### config.mk
export PLATFORM = sky130hd
export DESIGN_NAME = hazard_scoreboard_flat
export DESIGN_NICKNAME = d
export VERILOG_FILES = /design/src/rtl/hazard_scoreboard_if.sv /design/src/rtl/hazard_scoreboard.sv /design/src/flat_wrapper.sv
export SDC_FILE = /design/constraint.sdc
export NUM_CORES = 1
export LEC_CHECK = 0
export CAP_MARGIN = 20
export CORE_MARGIN = 10
export CORE_UTILIZATION = 41
export CTS_CLUSTER_SIZE = 25
export DETAILED_ROUTE_END_ITERATION = 7
export PLACE_DENSITY = 0.86
export SETUP_SLACK_MARGIN = 0.15
export SLEW_MARGIN = 20
export SYNTH_ARGS = -nofsm -noshare
export SYNTH_HDL_FRONTEND = slang
export SYNTH_SLANG_ARGS = --single-unit
### constraint.sdc
create_clock -name clk -period 2.1 [get_ports clk]
set_input_delay 0.42 -clock clk [delete_from_list [all_inputs] [get_ports clk]]
set_output_delay 0.42 -clock clk [all_outputs]
set_load 0.02 [all_outputs]
### src/rtl/hazard_scoreboard_if.sv
// Forwarding/hazard interface between the ID-stage control side and the hazard scoreboard.
// The master drives ID-stage requests; the slave returns stage tags and the stall.
interface hazard_scoreboard_if #(
   parameter int REG_W = 4,
   parameter int CNT_W = 16
);
   logic             forwarding_en;
   logic             freeze;
   logic             flush;
   logic             id_valid;
   logic [REG_W-1:0] id_src1;
   logic [REG_W-1:0] id_src2;
   logic             id_two_src;
   logic [REG_W-1:0] id_dest;
   logic             id_wb_en;
   logic             id_mem_r_en;
   logic             hazard;
   logic [REG_W-1:0] exe_dest;
   logic             exe_wb_en;
   logic             exe_mem_r_en;
   logic [REG_W-1:0] mem_dest;
   logic             mem_wb_en;
   logic [REG_W-1:0] wb_dest;
   logic             wb_wb_en;
   logic [CNT_W-1:0] stall_count;

   modport master (
      output forwarding_en, freeze, flush, id_valid, id_src1, id_src2, id_two_src,
             id_dest, id_wb_en, id_mem_r_en,
      input  hazard, exe_dest, exe_wb_en, exe_mem_r_en, mem_dest, mem_wb_en,
             wb_dest, wb_wb_en, stall_count
   );

   modport slave (
      input  forwarding_en, freeze, flush, id_valid, id_src1, id_src2, id_two_src,
             id_dest, id_wb_en, id_mem_r_en,
      output hazard, exe_dest, exe_wb_en, exe_mem_r_en, mem_dest, mem_wb_en,
             wb_dest, wb_wb_en, stall_count
   );
endinterface

### src/rtl/hazard_scoreboard.sv
// Tracks in-flight register writes through EXE/MEM/WB, publishes their tags for
// forwarding, and raises the ID stall for RAW conflicts forwarding cannot cover.
module hazard_scoreboard #(
   parameter int REG_W = 4,
   parameter int CNT_W = 16
) (
   input  logic                clk,
   input  logic                rst,
   hazard_scoreboard_if.slave  sb
);

   typedef struct packed {
      logic [REG_W-1:0] dest;
      logic             wb_en;
      logic             mem_r_en;
   } slot_t;

   slot_t            r_exe;
   slot_t            r_mem;
   slot_t            r_wb;
   logic [CNT_W-1:0] r_stall_count;

   slot_t w_id_entry;
   logic  w_exe_match;
   logic  w_mem_match;
   logic  w_hazard;
   logic  w_accept;

   function automatic logic slot_match(input slot_t s, input logic [REG_W-1:0] src1,
                                       input logic [REG_W-1:0] src2, input logic two_src);
      return s.wb_en && ((s.dest == src1) || (two_src && (s.dest == src2)));
   endfunction

   // NOTE: every always_comb output gets a default first so no path can infer a latch.
   always_comb begin
      w_id_entry          = '0;
      w_id_entry.dest     = sb.id_dest;
      w_id_entry.wb_en    = sb.id_wb_en;
      w_id_entry.mem_r_en = sb.id_mem_r_en;

      w_exe_match = slot_match(r_exe, sb.id_src1, sb.id_src2, sb.id_two_src);
      w_mem_match = slot_match(r_mem, sb.id_src1, sb.id_src2, sb.id_two_src);

      // WB never stalls: the register file writes on the falling edge.
      w_hazard = 1'b0;
      if (sb.id_valid) begin
         if (sb.forwarding_en) w_hazard = w_exe_match && r_exe.mem_r_en;
         else                  w_hazard = w_exe_match || w_mem_match;
      end

      w_accept = sb.id_valid && !w_hazard && !sb.flush;
   end

   // NOTE: sequential state uses non-blocking assignments so every slot shifts on the same edge.
   always_ff @(posedge clk) begin
      if (rst) begin
         r_exe         <= '0;
         r_mem         <= '0;
         r_wb          <= '0;
         r_stall_count <= '0;
      end else if (!sb.freeze) begin
         r_wb  <= r_mem;
         r_mem <= r_exe;
         r_exe <= w_accept ? w_id_entry : '0;
         if (w_hazard && (r_stall_count != '1))
            r_stall_count <= r_stall_count + 1'b1;
      end
   end

   assign sb.hazard       = w_hazard;
   assign sb.exe_dest     = r_exe.dest;
   assign sb.exe_wb_en    = r_exe.wb_en;
   assign sb.exe_mem_r_en = r_exe.mem_r_en;
   assign sb.mem_dest     = r_mem.dest;
   assign sb.mem_wb_en    = r_mem.wb_en;
   assign sb.wb_dest      = r_wb.dest;
   assign sb.wb_wb_en     = r_wb.wb_en;
   assign sb.stall_count  = r_stall_count;

endmodule

### src/flat_wrapper.sv
// flat-port wrapper written by rule: the top's interface ports become plain ports
module hazard_scoreboard_flat 
#(
   parameter int REG_W = 4,
   parameter int CNT_W = 16
)
  (clk, rst, sb_forwarding_en, sb_freeze, sb_flush, sb_id_valid, sb_id_src1, sb_id_src2, sb_id_two_src, sb_id_dest, sb_id_wb_en, sb_id_mem_r_en, sb_hazard, sb_exe_dest, sb_exe_wb_en, sb_exe_mem_r_en, sb_mem_dest, sb_mem_wb_en, sb_wb_dest, sb_wb_wb_en, sb_stall_count);
  hazard_scoreboard_if #(.REG_W(REG_W), .CNT_W(CNT_W)) sb_i ();
  input  logic clk;
  input  logic rst;
  input wire logic [$bits(sb_i.forwarding_en)-1:0] sb_forwarding_en;
  input wire logic [$bits(sb_i.freeze)-1:0] sb_freeze;
  input wire logic [$bits(sb_i.flush)-1:0] sb_flush;
  input wire logic [$bits(sb_i.id_valid)-1:0] sb_id_valid;
  input wire logic [$bits(sb_i.id_src1)-1:0] sb_id_src1;
  input wire logic [$bits(sb_i.id_src2)-1:0] sb_id_src2;
  input wire logic [$bits(sb_i.id_two_src)-1:0] sb_id_two_src;
  input wire logic [$bits(sb_i.id_dest)-1:0] sb_id_dest;
  input wire logic [$bits(sb_i.id_wb_en)-1:0] sb_id_wb_en;
  input wire logic [$bits(sb_i.id_mem_r_en)-1:0] sb_id_mem_r_en;
  output wire logic [$bits(sb_i.hazard)-1:0] sb_hazard;
  output wire logic [$bits(sb_i.exe_dest)-1:0] sb_exe_dest;
  output wire logic [$bits(sb_i.exe_wb_en)-1:0] sb_exe_wb_en;
  output wire logic [$bits(sb_i.exe_mem_r_en)-1:0] sb_exe_mem_r_en;
  output wire logic [$bits(sb_i.mem_dest)-1:0] sb_mem_dest;
  output wire logic [$bits(sb_i.mem_wb_en)-1:0] sb_mem_wb_en;
  output wire logic [$bits(sb_i.wb_dest)-1:0] sb_wb_dest;
  output wire logic [$bits(sb_i.wb_wb_en)-1:0] sb_wb_wb_en;
  output wire logic [$bits(sb_i.stall_count)-1:0] sb_stall_count;
  assign sb_i.forwarding_en = sb_forwarding_en;
  assign sb_i.freeze = sb_freeze;
  assign sb_i.flush = sb_flush;
  assign sb_i.id_valid = sb_id_valid;
  assign sb_i.id_src1 = sb_id_src1;
  assign sb_i.id_src2 = sb_id_src2;
  assign sb_i.id_two_src = sb_id_two_src;
  assign sb_i.id_dest = sb_id_dest;
  assign sb_i.id_wb_en = sb_id_wb_en;
  assign sb_i.id_mem_r_en = sb_id_mem_r_en;
  assign sb_hazard = sb_i.hazard;
  assign sb_exe_dest = sb_i.exe_dest;
  assign sb_exe_wb_en = sb_i.exe_wb_en;
  assign sb_exe_mem_r_en = sb_i.exe_mem_r_en;
  assign sb_mem_dest = sb_i.mem_dest;
  assign sb_mem_wb_en = sb_i.mem_wb_en;
  assign sb_wb_dest = sb_i.wb_dest;
  assign sb_wb_wb_en = sb_i.wb_wb_en;
  assign sb_stall_count = sb_i.stall_count;
  hazard_scoreboard #(.REG_W(REG_W), .CNT_W(CNT_W)) u_core (.clk(clk), .rst(rst), .sb(sb_i));
endmodule
After elaboration in Yosys (flattened, before gate mapping). Index checks and enable logic that the tools add are counted.

ROM bits: 0. Latch bits: 0. Register bits: 32. Output and inout port bits: 33. Memories: 0. RAM bits: 0. Input bits: 21.

Bitwise logic cells: 1. Reduce and logical (&&, ||, !) cells: 14. Div/mod/pow operators: 0. Muxes and demuxes: 3. Eq/ne operators: 5. $mul: 0. Shift operators: 0. Add/sub/neg operators: 1. Order comparisons: 0.

Operators by type and width (number): 16-bit by 1-bit adder with 16-bit output (second input constant) (1); 4-bit equality test (4); 16-bit inequality test (second input constant) (1); 1-bit logical AND (8); 6-bit two-way mux (1); 1-bit logical OR (3); 1-bit logical NOT (2); 1-bit two-way mux (2); 2-bit AND reduction (1); 1-bit NOT (1).

Depth between registers and ports, before layout. Gate-level depths: netlist (run 1).

Depth after elaboration: 11. Mapped depth: 8.

Worst setup path before layout (run 1). No wires, ideal clock.

Kind: register to output. Start point: register u_core.r_mem, in the netlist u_core.sb.mem_dest[1]. End point: output port sb_hazard. Cell stages (with the launch flop): 7. Slack: -0.104 ns. Path buffers: 2. Data required time: 1.680 ns. Data arrival time: 1.784 ns. Path through: dfxtp_1 > xor2_1 > o41ai_2 > a32oi_1 > buf_2 > buf_2 > nor2b_1.

Cells in the longest elaborated chain, start to end: 7. Elaborated cells between the ends (all ways): 8.

RTL lines: from (decl) (line hazard_scoreboard.sv:19) `slot_t r_mem;`; from (signal assigned) (line hazard_scoreboard.sv:63) `r_mem <= r_exe;`; 4-bit equality test (line hazard_scoreboard.sv:31) `return s.wb_en && ((s.dest == src1) || (two_src && (s.dest == src2)));`; 1-bit logical AND (line hazard_scoreboard.sv:31); 1-bit logical OR (*) (line hazard_scoreboard.sv:31); 1-bit logical AND (*) (line hazard_scoreboard.sv:31); 1-bit logical OR (*) (line hazard_scoreboard.sv:48) `else w_hazard = w_exe_match || w_mem_match;`; 1-bit two-way mux (*) (line hazard_scoreboard.sv:47) `if (sb.forwarding_en) w_hazard = w_exe_match && r_exe.mem_r_en;`; 1-bit two-way mux (*) (line hazard_scoreboard.sv:46) `if (sb.id_valid) begin`; to (decl) (line flat_wrapper.sv:21) `output wire logic [$bits(sb_i.hazard)-1:0] sb_hazard;`.

Mark *: on every way between the ends. The rest lies on a longest branch, timed or not.

Final worst setup path (run 1). Ends and elaborated chain as after synthesis.

==> results.yml, run 1 <==
final_layout:
  layout_commonest_cell: "clkdlybuf4s50_1"
  seqCellArea_um2: 659
  stdcell_count: 302
  mostFrequentLayoutCells: "clkdlybuf4s50_1, nor2_1, dfxtp_1, buf_4, mux2i_1"
  syn_to_final_growth_pct: 62.8
  fin_util: 0.708
  num_antenna_cells: 0
  nets: 275
  multi_input_area_mm2: 0.00112
  fillers: 304
  drive_gt1_frac: 0.287
synthesis:
  synthesis.area_mm2: 0.00163
  seq_area_frac_synth: 0.394
  synth-seq-cells: 32
  yosys_warnings: 0
  synthFlopType: "dfxtp_1"
  synthArstFlopShare: 0
  yosys.area.top_type: "dfxtp_1"
  synth.area.top_cells: "dfxtp_1, mux2i_1, nor2_1, xnor2_1, mux2_2"
  synth.distinct_cells: 31
  avgSynthCellArea_um2: 8.90
  syn_nets: 205
  synth-edff-count: 0
  yosysTopAreaCellShare: 0.394
  synth_cells: 183
global_route:
  grt_antenna_before_repair: 0
  track_usage: 0.130
  gr-total-overflow: 0
  grt_max_degree: 32
  grt_pass1_vias: 1542
  grt_first_pass_wirelength_um: 7650
worst_setup_path:
  critPathLaunchType: "flip-flop"
  max_stage_delay_ps: 380
  crit_family: "compound AO/OA/AOI/OAI gates"
  critical-path-slowest-cell: "o41ai_2"
  path_class: "flip-flop to primary output"
  reg2reg_to: "u_core.sb.stall_count[6]$_SDFFE_PP0P_"
  crit_arrival_ps: 1700
  startpoint: "u_core.sb.mem_dest[1]$_SDFFE_PP0N_"
  cp_num_cells: 5
  reg2reg_from: "u_core.sb.mem_dest[1]$_SDFFE_PP0N_"
  timing.critical_path.buf_inv: 1
  cp_max_fo: 5
  crit_end: "sb_hazard"
  worstPathCellList: "xor2_2, o41ai_2, a32oi_2, nor2b_4, buf_6"
  required_ps: 1680
  reg2reg_slack_ps: 10
  cp-end-kind: "primary output"
  reg2regPathDepth: 6
power:
  ir_worst_vdd_uv: 369
  combPwrFrac: 0.117
  internal-power_mw: 0.944
  p_clk_frac: 0.392
  sequentialPowerShare: 0.491
  p_leak_nw: 1.02
  p_sw_mw: 0.302
  swShare: 0.243
  powerDensity_mw_per_mm2: 470
run:
  cap_viol_max_count: 0
floorplan:
  die_area_mm2: 0.00689
  io_pins: 54
  die_h_um: 83.0
  die_width_um: 83.0
  coreArea_mm2: 0.00374
  start_util: 0.435
  num_rows: 22
route:
  drc: 0
  postRouteAntennaNets: 0
  drt_wl_total_um: 5100
  vias: 1663
  viasPerCell: 5.51
  dr.pass1.iters: 4
  wire_per_inst_um: 16.9
  drt-initial-drc-count: 152
placement:
  io_buffers: 53
  gp_congestion: 0.918
  dp_hpwl_um: 3470
  dp_cells: 290
timing:
  tightestPinTransition_ps: 382
  hold_viol: 0
  slew_headroom: 0.745
  fmax_ghz: 0.471
  drv_slew: 0
  period_share: 1.01
  setup_viol: 1
  fin_ws_ps: -22.6
  rsz0062_at_grt: "true"
  timing.hold.ws_ps: 498
  skew_ps: 6.83
  fin_crit_ps: 2120
cts:
  cts_tree: "done"
  h-tree-depth: 2
  clockBufferDepth: 2
  cts_root_buffer: "clkbuf_8"
  ctsHoldBuffers: 0
  clkTransAtPathRegs_ps: 60
  insertion_delay_ps: 280
  clock_sinks: 32
  numCtsBuffers: 5
status:
  violations: "negative setup slack"
  status: "finished, violations left"
worst_hold_path:
  timing.hold.worst.class: "flip-flop to flip-flop"
==> final cells by class <==
type	count	area share
Clock buffer	6	0.0312
Clock inverter	2	0.00378
Inverter	1	0.00142
Multi-Input combinational cell	139	0.421
Sequential cell	32	0.249
Tap cell	48	0.0227
Timing Repair Buffer	74	0.271
==> metrics by stage <==
| stage | setup TNS, ps | setup WS (ps) | area (µm²) | total power [mW] |
|---|---|---|---|---|
| final | -22.6 | -22.6 | 2650 | 1.25 |
| after global routing | -641 | -117 | 2650 | 1.29 |
| after CTS | -86.5 | -37.6 | 2520 | 1.24 |
| after detailed placement | -11270 | -742 | 2380 | 0.769 |
| after global placement | -8170 | -621 | 2380 | 0.767 |
| after floorplan | 0 | 135 | 1710 | 0.693 |
==> power by group through the flow <==
| stage | Combinational (mW) | Sequential (mW) | Clock (mW) |
|---|---|---|---|
| after floorplan | 0.0586 | 0.634 | 0 |
| after global placement | 0.139 | 0.628 | 0 |
| after detailed placement | 0.141 | 0.628 | 0 |
| after CTS | 0.139 | 0.613 | 0.492 |
| after global routing | 0.156 | 0.613 | 0.520 |
| final | 0.146 | 0.612 | 0.488 |
==> state kept, by name, indices dropped and copies added, names as in the netlist <==
signal,cells
u_core.sb.exe_wb_en,1
u_core.sb.wb_dest,4
u_core.sb.exe_mem_r_en,1
u_core.sb.stall_count,16
u_core.sb.mem_wb_en,1
u_core.sb.mem_dest,4
u_core.sb.wb_wb_en,1
u_core.sb.exe_dest,4
==> worst register-to-register path, delay by kind of cell (launching register included) <==
| kind | cells | cell delay (ps) |
|---|---|---|
| xor gates and xnor gates | 1 | 150 |
| AOI/OAI and AO/OA | 3 | 770 |
| and+or+nand+nor | 1 | 520 |
| buffers and inverters | 1 | 220 |
| DFF | 1 | 370 |
==> synthesized netlist by cell type (3+ instances only) <==
master	count
a21oi_1	9
clkbuf_1	6
nor3b_1	3
xor2_1	6
dfxtp_1	32
or4_1	5
o31ai_1	5
nand4_1	6
xnor2_1	10
buf_2	5
nand3_1	5
or3_1	3
mux2i_1	10
nor2b_1	10
and3_1	4
mux2_2	7
a32oi_1	7
o21ai_0	4
nor2_1	24
nand2_1	9
==> kinds of logic after synthesis <==
| group | Yosys count | share of synthesized area |
|---|---|---|
| buf+inv | 12 | 0.0315 |
| flops | 32 | 0.394 |
| fa+ha+maj | 1 | 0.00769 |
| mux | 17 | 0.110 |
| simple gates | 77 | 0.251 |
| compound gates | 28 | 0.121 |
| xor+xnor | 16 | 0.0861 |
==> what timing repair did <==
item / in CTS / in global routing
pin swaps: 5 / 9
endpoints found under the setup margin: 23 / 17
resized for setup: 29 / 22
gates cloned: 0 / 2
setup buffers: 1 / 1
==> worst min path at each step <==
stage | start | endpoint | slack, ps | depth (start not counted)
after floorplan | u_core.sb.stall_count[0]$_SDFFE_PP0P_ | u_core.sb.stall_count[0]$_SDFFE_PP0P_ | 530 | 2
after global placement | u_core.sb.wb_dest[1]$_SDFFE_PP0N_ | u_core.sb.wb_dest[1]$_SDFFE_PP0N_ | 480 | 2
after detailed placement | u_core.sb.wb_dest[3]$_SDFFE_PP0N_ | u_core.sb.wb_dest[3]$_SDFFE_PP0N_ | 490 | 2
after CTS | u_core.sb.wb_dest[3]$_SDFFE_PP0N_ | u_core.sb.wb_dest[3]$_SDFFE_PP0N_ | 510 | 2
after global routing | u_core.sb.wb_dest[0]$_SDFFE_PP0N_ | u_core.sb.wb_dest[0]$_SDFFE_PP0N_ | 540 | 2
final | u_core.sb.wb_dest[3]$_SDFFE_PP0N_ | u_core.sb.wb_dest[3]$_SDFFE_PP0N_ | 500 | 2
==> metal layers <==
metal  routed length (µm)  GRT usage  share of wire
met5                    0          0              0
met4                   74     0.0508          0.015
met3                  345     0.0381          0.068
met2                 2740      0.221           0.54
met1                 1940      0.148           0.38
Power figures use the tool's default switching activity.
==> run 2, diff against run 1 <==
==> constraint.sdc (replaced) <==
create_clock -name clk -period 2.1 [get_ports clk]
set_input_delay 0.42 -clock clk [delete_from_list [all_inputs] [get_ports clk]]
set_output_delay 0.42 -clock clk [all_outputs]
set_load 0.005 [all_outputs]
==> results.yml, run 2 (synthesized netlist as in run 1, its figures left out) <==
status:
  status: "finished clean"
timing:
  period_share: 0.984
  drv_slew: 0
  fmax_ghz: 0.484
  tns_ps: 0
  fin_crit_ps: 2070
  skew_ps: 5.69
  fin_ws_ps: 32.6
  hold_viol: 0
  rsz0062_at_grt: "true"
  setup_viol: 0
  tightestPinTransition_ps: 315
  slew_headroom: 0.790
power:
  internal-power_mw: 0.974
  powerDensity_mw_per_mm2: 492
  p_clk_frac: 0.402
  ir_worst_vdd_uv: 298
  power_mw: 1.26
  combPwrFrac: 0.109
  sequentialPowerShare: 0.489
  p_leak_nw: 0.994
  p_sw_mw: 0.281
  swShare: 0.224
floorplan:
  die_area_mm2: 0.00689
  io_pins: 54
  die_h_um: 83.0
  coreArea_mm2: 0.00374
  num_rows: 22
  die_width_um: 83.0
  start_util: 0.435
worst_hold_path:
  hold_depth: 2
  timing.hold.worst.class: "flip-flop to flip-flop"
  holdPathEnd: "u_core.sb.wb_dest[0]$_SDFFE_PP0N_"
  worstHoldStart: "u_core.sb.wb_dest[0]$_SDFFE_PP0N_"
route:
  drc: 0
  wire_per_inst_um: 16.1
  viasPerCell: 5.48
  vias: 1666
  dr.pass1.iters: 4
  drt-initial-drc-count: 101
  postRouteAntennaNets: 0
  drt_wl_total_um: 4900
run:
  cap_viol_max_count: 0
global_route:
  grt_pass1_vias: 1590
  grt_antenna_before_repair: 1
  track_usage: 0.129
  grt_max_degree: 32
  gr-total-overflow: 0
  grt_first_pass_wirelength_um: 7700
cts:
  clock_sinks: 32
  numCtsBuffers: 5
  clockBufferDepth: 2
  clkTransAtPathRegs_ps: 60
  cts_root_buffer: "clkbuf_8"
  h-tree-depth: 2
  insertion_delay_ps: 270
  cts_tree: "done"
  ctsHoldBuffers: 0
final_layout:
  layout_commonest_cell: "clkdlybuf4s50_1"
  mostFrequentLayoutCells: "clkdlybuf4s50_1, dfxtp_1, nor2_1, buf_4"
  drive_gt1_frac: 0.227
  nets: 277
  syn_to_final_growth_pct: 56.9
  largest_reg_flops: 16
  stdcell_count: 304
  fillers: 308
  final_area_mm2: 0.00255
worst_setup_path:
  crit_family: "compound AO/OA/AOI/OAI gates"
  cp_max_fo: 3
  reg2reg_to: "u_core.sb.stall_count[6]$_SDFFE_PP0P_"
  worstPathCellList: "dlygate4sd2_1, xor2_1, o41ai_2, a32oi_2, nor2b_1, buf_2"
  critPathLaunchType: "primary input"
  required_ps: 1680
  timing.critical_path.buf_inv: 2
  crit_arrival_ps: 1650
  cp-end-kind: "primary output"
  critical-path-slowest-cell: "o41ai_2"
  path_class: "primary input to primary output"
  reg2reg_from: "u_core.sb.mem_dest[2]$_SDFFE_PP0N_"
  reg2reg_slack_ps: 40
  max_stage_delay_ps: 340
  reg2regPathDepth: 7
placement:
  dp_cells: 293
  placed_area_mm2: 0.00235
  dp_hpwl_um: 3550
  gp_congestion: 0.775
  pre_cts_slack_ps: -565
  io_buffers: 53
-- run 2: power groups by stage --
stage                     logic [mW]  clock network [mW]  registers [mW]
after floorplan               0.0580                   0           0.630
after global placement         0.132                   0           0.628
after detailed placement       0.136                   0           0.629
after CTS                      0.133               0.516           0.615
after global routing           0.147               0.543           0.614
final                          0.137               0.505           0.614
-- run 2: worst max-delay path by stage --
stage	startpoint	to	slack (ps)	cells after the start
5_1_grt	u_core.sb.mem_dest[2]$_SDFFE_PP0N_	sb_hazard	-50	6
2_1_floorplan	sb_id_src2[1]	u_core.sb.stall_count[7]$_SDFFE_PP0P_	150	6
3_5_place_dp	sb_id_src2[0]	sb_hazard	-570	6
6_report	sb_id_src2[0]	sb_hazard	30	6
4_1_cts	u_core.sb.mem_dest[2]$_SDFFE_PP0N_	sb_hazard	50	6
3_3_place_gp	sb_id_src2[1]	sb_hazard	-550	6
-- run 2: cell type report --
cell class / instances / area, µm² / area share
Timing Repair Buffer: 76 / 713 / 0.279
Multi-Input combinational cell: 139 / 1030 / 0.405
Clock buffer: 7 / 96.3 / 0.0377
Antenna cell: 1 / 2.50 / 0.000980
Sequential cell: 32 / 644 / 0.252
Tap cell: 48 / 60.1 / 0.0235
Inverter: 1 / 3.75 / 0.00147
-- run 2: per-stage QoR --
stage	utilization	hold slack (ps)
detailed placement	0.628	491
global route	0.682	533
finish	0.682	503
floorplan	-	487
global placement	0.628	477
CTS	0.657	508
-- run 2: timing repair --
| action | 4_1_cts | 5_1_grt |
|---|---|---|
| pin swaps | 6 | 3 |
| gates resized for setup | 21 | 13 |
| cloned | 0 | 1 |
| buffers inserted | 1 | 1 |
| setup endpoints to repair | 23 | 16 |
-- run 2: metal layers --
metal	up-vias	share of wire	GRT usage
met5	-	0	0
met4	0	0.0069	0.0477
met3	2	0.045	0.0371
met2	47	0.52	0.218
met1	808	0.43	0.149
li1	809	-	-
-- run 2: worst reg2reg max path, stage by stage (launching register included) --
cell and delay (ps):
dfxtp_4 360, xnor2_2 120, nand2_1 80, o41ai_2 360, a32oi_2 220, buf_12 200
or4_1 500, a21oi_1 160
==> run 3, diff against run 2 <==
HOLD_SLACK_MARGIN = 0.15   (was not set)
MAX_ROUTING_LAYER = met4   (was not set)
==> results.yml, run 3 (synthesized netlist as in run 1, its figures left out) <==
floorplan:
  coreArea_mm2: 0.00374
  die_width_um: 83.0
  start_util: 0.435
  die_h_um: 83.0
  num_rows: 22
  die_area_mm2: 0.00689
  io_pins: 54
power:
  ir_worst_vdd_uv: 298
  p_leak_nw: 0.994
  power_mw: 1.26
  powerDensity_mw_per_mm2: 492
worst_setup_path:
  cp_max_fo: 3
  startpoint: "u_core.sb.mem_dest[2]$_SDFFE_PP0N_"
  reg2regPathDepth: 7
  max_stage_delay_ps: 360
  crit_arrival_ps: 1650
  cp_num_cells: 6
  reg2reg_from: "u_core.sb.mem_dest[2]$_SDFFE_PP0N_"
  path_class: "flip-flop to primary output"
  crit_family: "compound AO/OA/AOI/OAI gates"
  reg2reg_to: "u_core.sb.stall_count[6]$_SDFFE_PP0P_"
  worstPathCellList: "xnor2_2, nand2_1, o41ai_2, a32oi_2, nor2b_1, buf_2"
  timing.critical_path.buf_inv: 1
  cp-end-kind: "primary output"
  crit_end: "sb_hazard"
  critPathLaunchType: "flip-flop"
  critical-path-slowest-cell: "dfxtp_4"
  reg2reg_slack_ps: 40
  required_ps: 1680
cts:
  cts_tree: "done"
  clockBufferDepth: 2
  numCtsBuffers: 5
  h-tree-depth: 2
  clock_sinks: 32
  insertion_delay_ps: 270
  cts_root_buffer: "clkbuf_8"
  ctsHoldBuffers: 0
  clkTransAtPathRegs_ps: 60
timing:
  slew_headroom: 0.790
  drv_slew: 0
  fin_crit_ps: 2070
  fmax_ghz: 0.484
  period_share: 0.985
  skew_ps: 5.28
  setup_viol: 0
  rsz0062_at_grt: "true"
  fin_ws_ps: 31.8
  tightestPinTransition_ps: 315
  hold_viol: 0
route:
  wire_per_inst_um: 16.0
  viasPerCell: 5.45
  drc: 0
  drt-initial-drc-count: 112
  drt_wl_total_um: 4870
  vias: 1657
  dr.pass1.iters: 6
  postRouteAntennaNets: 0
global_route:
  gr-total-overflow: 0
  grt_first_pass_wirelength_um: 7710
  grt_max_degree: 32
  track_usage: 0.133
  grt_pass1_vias: 1592
  grt_antenna_before_repair: 1
placement:
  io_buffers: 53
  dp_hpwl_um: 3550
  gp_congestion: 0.785
  pre_cts_slack_ps: -565
  placed_area_mm2: 0.00235
final_layout:
  drive_gt1_frac: 0.227
  fillers: 308
  syn_to_final_growth_pct: 56.9
  final_area_mm2: 0.00255
  nets: 277
  mostFrequentLayoutCells: "clkdlybuf4s50_1, dfxtp_1, nor2_1, buf_4"
  largest_reg_flops: 16
  fin_util: 0.682
  layout_commonest_cell: "clkdlybuf4s50_1"
status:
  status: "finished clean"
worst_hold_path:
  timing.hold.worst.class: "flip-flop to flip-flop"
run:
  cap_viol_max_count: 0
==> run 3: metal layers <==
metal  routed length (µm)  vias up  track usage
li1                     -      807            -
met1                 2170      811        0.155
met2                 2530       37        0.218
met3                  140        2       0.0293
met4                   34        0       0.0477
met5                    0        -            -
==> run 3: worst min-delay path by stage <==
stage / startpoint / end / slack (ps) / cells past startpoint
floorplan: u_core.sb.stall_count[13]$_SDFFE_PP0P_ / u_core.sb.stall_count[13]$_SDFFE_PP0P_ / 490 / 2
global placement: u_core.sb.wb_dest[0]$_SDFFE_PP0N_ / u_core.sb.wb_dest[0]$_SDFFE_PP0N_ / 480 / 2
detailed placement: u_core.sb.wb_dest[0]$_SDFFE_PP0N_ / u_core.sb.wb_dest[0]$_SDFFE_PP0N_ / 490 / 2
CTS: u_core.sb.wb_dest[0]$_SDFFE_PP0N_ / u_core.sb.wb_dest[0]$_SDFFE_PP0N_ / 510 / 2
global route: u_core.sb.stall_count[13]$_SDFFE_PP0P_ / u_core.sb.stall_count[13]$_SDFFE_PP0P_ / 530 / 2
finish: u_core.sb.wb_dest[0]$_SDFFE_PP0N_ / u_core.sb.wb_dest[0]$_SDFFE_PP0N_ / 500 / 2
==> run 3: timing repair <==
| action | 4_1_cts | 5_1_grt |
|---|---|---|
| cloned | 0 | 1 |
| buffers inserted | 1 | 1 |
| setup endpoints to repair | 23 | 16 |
| endpoints found under the hold margin | 0 | 0 |
| pin swaps | 6 | 3 |
| resized for setup | 21 | 13 |
==> run 3: final cells by class <==
cell class / count / area, µm² / share of cell area
Antenna cell: 1 / 2.50 / 0.000980
Multi-Input combinational cell: 139 / 1030 / 0.405
Sequential cell: 32 / 644 / 0.252
Tap cell: 48 / 60.1 / 0.0235
Timing Repair Buffer: 76 / 713 / 0.279
Clock buffer: 7 / 96.3 / 0.0377
Inverter: 1 / 3.75 / 0.00147
==> run 3: report_power, final <==
group / internal, mW / switching (mW)
logic: 0.0725 / 0.0644
registers: 0.610 / 0.00382
clock network: 0.292 / 0.213
==> run 3: worst min-delay path, stage by stage (launching register included) <==
cell     delay (ps)
dfxtp_1         330
mux2i_1          70
nor2_1           70
==> run 3: per-stage QoR <==
| stage | hold slack [ps] | setup TNS, ps | cells |
|---|---|---|---|
| 2_1_floorplan | 487 | 0 | 183 |
| 3_3_place_gp | 477 | -8290 | 293 |
| 3_5_place_dp | 491 | -9030 | 293 |
| 4_1_cts | 508 | 0 | 301 |
| 5_1_grt | 533 | -87.9 | 304 |
| 6_report | 503 | 0 | 304 |
